File: src/rtl/sync_cdc_tx.sv
// rtl/sync_cdc_tx.sv - write-side source for the valid-tagged CDC bus: ready/valid in, FIFO, throttle, idle gap
// Optional SYNC_CDC_TX_STATS_EN adds tx_count/stall_count saturating counters.
module sync_cdc_tx #(
    parameter int WIDTH = 193,
    parameter int DEPTH = 8,
    parameter int GAP   = 0
) (
    input  logic                     clk,
    input  logic                     rst,
    input  logic [WIDTH-2:0]         s_data,
    input  logic                     s_valid,
    output logic                     s_ready,
    input  logic                     throttle,
    output logic [WIDTH-1:0]         data_wr_out,
    output logic [$clog2(DEPTH):0]   fifo_level
`ifdef SYNC_CDC_TX_STATS_EN
    ,
    output logic [15:0]              tx_count,
    output logic [15:0]              stall_count
`endif
);

    localparam int AW = $clog2(DEPTH);
    localparam int LW = AW + 1;
    localparam int GW = (GAP > 1) ? $clog2(GAP) : 1;

    typedef enum logic {
        ST_IDLE,
        ST_GAP
    } state_t;

    state_t             state_q, state_d;
    logic [GW-1:0]      gap_cnt_q, gap_cnt_d;
    logic [AW-1:0]      wr_ptr_q, wr_ptr_d;
    logic [AW-1:0]      rd_ptr_q, rd_ptr_d;
    logic [LW-1:0]      level_q, level_d;
    logic [WIDTH-1:0]   data_q, data_d;
    logic [WIDTH-2:0]   mem_q [DEPTH];

    logic full;
    logic push;
    logic pop;

    assign full    = (level_q == LW'(DEPTH));
    assign push    = s_valid & ~full;
    assign pop     = (state_q == ST_IDLE) & (level_q != '0) & ~throttle;
    assign s_ready = ~full;

    assign data_wr_out = data_q;
    assign fifo_level  = level_q;

    always_comb begin
        wr_ptr_d  = wr_ptr_q;
        rd_ptr_d  = rd_ptr_q;
        level_d   = level_q;
        state_d   = state_q;
        gap_cnt_d = gap_cnt_q;
        data_d    = '0;

        if (push) begin
            wr_ptr_d = wr_ptr_q + 1'b1;
        end
        if (pop) begin
            rd_ptr_d = rd_ptr_q + 1'b1;
            data_d   = {1'b1, mem_q[rd_ptr_q]};
        end

        case ({push, pop})
            2'b10:   level_d = level_q + 1'b1;
            2'b01:   level_d = level_q - 1'b1;
            default: level_d = level_q;
        endcase

        // Gap length is fixed by GAP; throttle neither extends nor shortens it.
        case (state_q)
            ST_IDLE: begin
                if (pop && (GAP > 0)) begin
                    state_d   = ST_GAP;
                    gap_cnt_d = GW'(GAP - 1);
                end
            end
            ST_GAP: begin
                if (gap_cnt_q == '0) begin
                    state_d = ST_IDLE;
                end else begin
                    gap_cnt_d = gap_cnt_q - 1'b1;
                end
            end
            default: state_d = ST_IDLE;
        endcase
    end

    always_ff @(posedge clk or posedge rst) begin
        if (rst) begin
            state_q   <= ST_IDLE;
            gap_cnt_q <= '0;
            wr_ptr_q  <= '0;
            rd_ptr_q  <= '0;
            level_q   <= '0;
            data_q    <= '0;
        end else begin
            state_q   <= state_d;
            gap_cnt_q <= gap_cnt_d;
            wr_ptr_q  <= wr_ptr_d;
            rd_ptr_q  <= rd_ptr_d;
            level_q   <= level_d;
            data_q    <= data_d;
        end
    end

    // Storage needs no reset: entries are only read once level covers them.
    always_ff @(posedge clk) begin
        if (push) begin
            mem_q[wr_ptr_q] <= s_data;
        end
    end

`ifdef SYNC_CDC_TX_STATS_EN
    logic [15:0] tx_q, tx_d;
    logic [15:0] stall_q, stall_d;
    logic        stall_inc;

    assign stall_inc = (level_q != '0) & throttle & (state_q == ST_IDLE);

    always_comb begin
        tx_d    = tx_q;
        stall_d = stall_q;
        if (pop && (tx_q != 16'hFFFF)) begin
            tx_d = tx_q + 16'd1;
        end
        if (stall_inc && (stall_q != 16'hFFFF)) begin
            stall_d = stall_q + 16'd1;
        end
    end

    always_ff @(posedge clk or posedge rst) begin
        if (rst) begin
            tx_q    <= '0;
            stall_q <= '0;
        end else begin
            tx_q    <= tx_d;
            stall_q <= stall_d;
        end
    end

    assign tx_count    = tx_q;
    assign stall_count = stall_q;
`endif

endmodule

File: config.mk
export PLATFORM = sky130hd
export DESIGN_NAME = sync_cdc_tx
export DESIGN_NICKNAME = d
export VERILOG_FILES = /design/src/rtl/sync_cdc_tx.sv
export SDC_FILE = /design/constraint.sdc
export NUM_CORES = 1
export LEC_CHECK = 0
export ABC_AREA = 1
export CORE_ASPECT_RATIO = 2
export CORE_MARGIN = 3
export CORE_UTILIZATION = 54
export DETAILED_ROUTE_END_ITERATION = 16
export DONT_BUFFER_PORTS = 1
export HOLD_SLACK_MARGIN = 0.08
export PLACE_DENSITY = 0.69
export SLEW_MARGIN = 20
export SYNTH_ARGS = -nofsm -noshare
export SYNTH_HDL_FRONTEND = slang
export SYNTH_SLANG_ARGS = --single-unit
File: constraint.sdc
create_clock -name clk -period 12.3 [get_ports clk]
set_clock_uncertainty 0.2 [all_clocks]
set_input_delay 3.075 -clock clk [delete_from_list [all_inputs] [get_ports clk]]
set_output_delay 3.075 -clock clk [all_outputs]
set_load 0.01 [all_outputs]
==> metrics.txt <==
DR WL/cell=approximately 24 um; most common cell after layout, fill and taps aside=edfxtp_1; CTS clk-pin slew, worst paths=about 70 ps; worst slew pin tran=1270 ps; largest net degree at the start of global routing=roughly 250; achievable clock frequency=169 MHz; commonest cells after routing, fill and taps aside=edfxtp_1, nor2_1, o21ai_0, nand2_1, dfrtp_1; CP Capture Type=flop; leakage power=around 24 nW; num ports=between 300 and 400; GPL Wtd Cong=0.757; Critical Path AT=6090 ps; post-CTS sizing=0; min-delay worst type=flop to flop; area grow syn2layout=8.76%; final period utilization=a little under half; Post-Syn Area=approximately 66000 um^2; Fin. Hold Viols=0; post-DP HPWL=78100 um; Num CTS Buffers=146; post-synthesis sequential area ratio=around four fifths; status=complete, no violations; Pwr Total=17.2 mW; most used cell, CP=buf_4; clk buf depth=3; cell count after synthesis=just under 5k; worst skew pair latency=780 ps; Yosys warning count=0; nets@finish=4901; initial antenna violation count=4; total number of vias=37.9k; H-Tree Depth=4; layout cell share with drive strength beyond 1=5.99%; Min Hold Slack=between 300 and 400 ps; critical path type=input pin to flop; startpoint types=input pin; # DRC=0; max cap viols=0; grt ovf=0; clock root cell=clkbuf_16; DRT iter0 DRCs=2990; Cell variety after synth=24; CP required=12490 ps; row count=between 150 and 200; peak supply drop=0.231 mV; IO buf count=0; setup bufs post-CTS=0; syn nets=5018; hold-fix buffers at CTS=0; cells along the critical path=nand2_1 -> inv_1 -> nand2_1 -> nor2_4 -> buf_4 -> buf_4 -> buf_4; first-pass GRT wire length=226000 um; Die Y-Extent=499 um; initial cell density of the core=between 50% and 60%; worst-path fanout max=56; Routed Antenna Nets=0; CTS sink cnt=around 1.7k; via density per instance=~5.9; dpl cell area=66300 um^2; Crit-path slowest cell=buf_4; max incr delay on CP=around 910 ps; gr usage total=23.7%; Pwr Density=between 200 and 250 nW/um^2; CTS tree=done; Setup violations, final=0; post-route cell area=between 70000 and 80000 um^2; core area=120000 um^2; final worst path period need=about 5900 ps; pins over their slew limit=0; Die Wd=roughly 250 um; Detailed Route WL=about 150000 um; syn_area_per_cell=between 10 and 15 um^2; RSZ-0062 raised after global routing=false; number of global-route vias before repair=38.3k; DRT Pass-1 Iters=6; die area=126000 um^2; FF+latch count, synth=~1.7k; slew margin rel.=between 10% and 20%
## power breakdown
group          switching, mW  internal (mW)  total (mW)
Sequential             0.633           7.50        8.14
Clock                   2.08           2.61        4.68
Combinational           3.17           1.22        4.39
## final cells by class
type | instances | area [um^2]
diodes | 1 | 2.50
clock buffers | 204 | 4080
clock inverters | 69 | 806
fillers | 9053 | 49000
flip-flops and latches | 1739 | 51200
well taps | 1547 | 1940
inverters | 11 | 70.1
repair buffers | 55 | 520
multi-input cells | 2747 | 12600
## flip-flops by register name, summed over array words and instances (netlist names)
signal and count:
wr_ptr_q 3, fifo_level 4, mem_q 1536, rd_ptr_q 3
data_wr_out 193
## cell usage after synthesis
master / n / area [um^2]
edfxtp_1: 1536 / 46100
nor2_1: 1356 / 5090
o21ai_0: 766 / 3830
nand2_1: 216 / 811
dfrtp_1: 203 / 5080
o22ai_1: 193 / 1210
o211ai_1: 192 / 1440
clkbuf_1: 182 / 683
buf_2: 61 / 305
buf_6: 28 / 315
buf_4: 19 / 143
buf_1: 18 / 67.6
buf_8: 10 / 150
inv_1: 10 / 37.5
ha_1: 5 / 62.6
nand3_1: 5 / 25.0
o21ai_1: 5 / 25.0
xnor2_1: 3 / 26.3
a21oi_1: 2 / 10.0
buf_12: 2 / 40.0
xor2_1: 2 / 17.5
a21oi_4: 1 / 16.3
clkinv_2: 1 / 5.00
or2_2: 1 / 6.26
## worst max-delay path, delay by kind of cell
kind,cells,cell delay [ps]
buffers and inverters,4,2370
and+or+nand+nor,3,550
## through the flow
step / utilization (%) / cells / setup TNS [ps] / setup slack (ps)
after floorplan: - / 4817 / -92380 / -120
after global placement: 55.2 / 6098 / 0 / 5660
after detailed placement: 55.2 / 6098 / 0 / 5580
after CTS: 59.2 / 6371 / 0 / 6430
after global routing: 59.3 / 6373 / 0 / 6220
final: 59.3 / 6373 / 0 / 6400
## metal layers
layer	up-vias	wire length, um	track usage [%]
li1	17200	-	-
met1	19000	55800	27.7
met4	2	4720	8.95
met3	311	13100	7.08
met5	-	13	0
met2	1415	77200	41.3
## worst paths after layout
check | from | end | slack (ps) | depth (start not counted)
worst min register to register | wr_ptr_q[0] | wr_ptr_q[0] | 350 | 2
worst max register to register | fifo_level[0] | mem_q[5][140] | 7840 | 9
max in group asynchronous | rst | data_wr_out[138] | 8500 | 2
worst min-delay path | wr_ptr_q[0] | wr_ptr_q[0] | 350 | 2
min in group asynchronous | rst | data_wr_out[36] | 2030 | 1
worst max-delay path | s_valid | mem_q[5][140] | 6400 | 7
## kinds of logic after synthesis
kind of cell / count (synthesis) / synth area share (%)
buffers and inverters: 331 / 2.67
and+or+nand+nor: 1578 / 9.05
AOI/OAI and AO/OA: 1159 / 9.97
xor gates and xnor gates: 5 / 0.0668
DFF: 1739 / 78.1
adders and majority gates: 5 / 0.0955
Power figures use the tool's default switching activity.
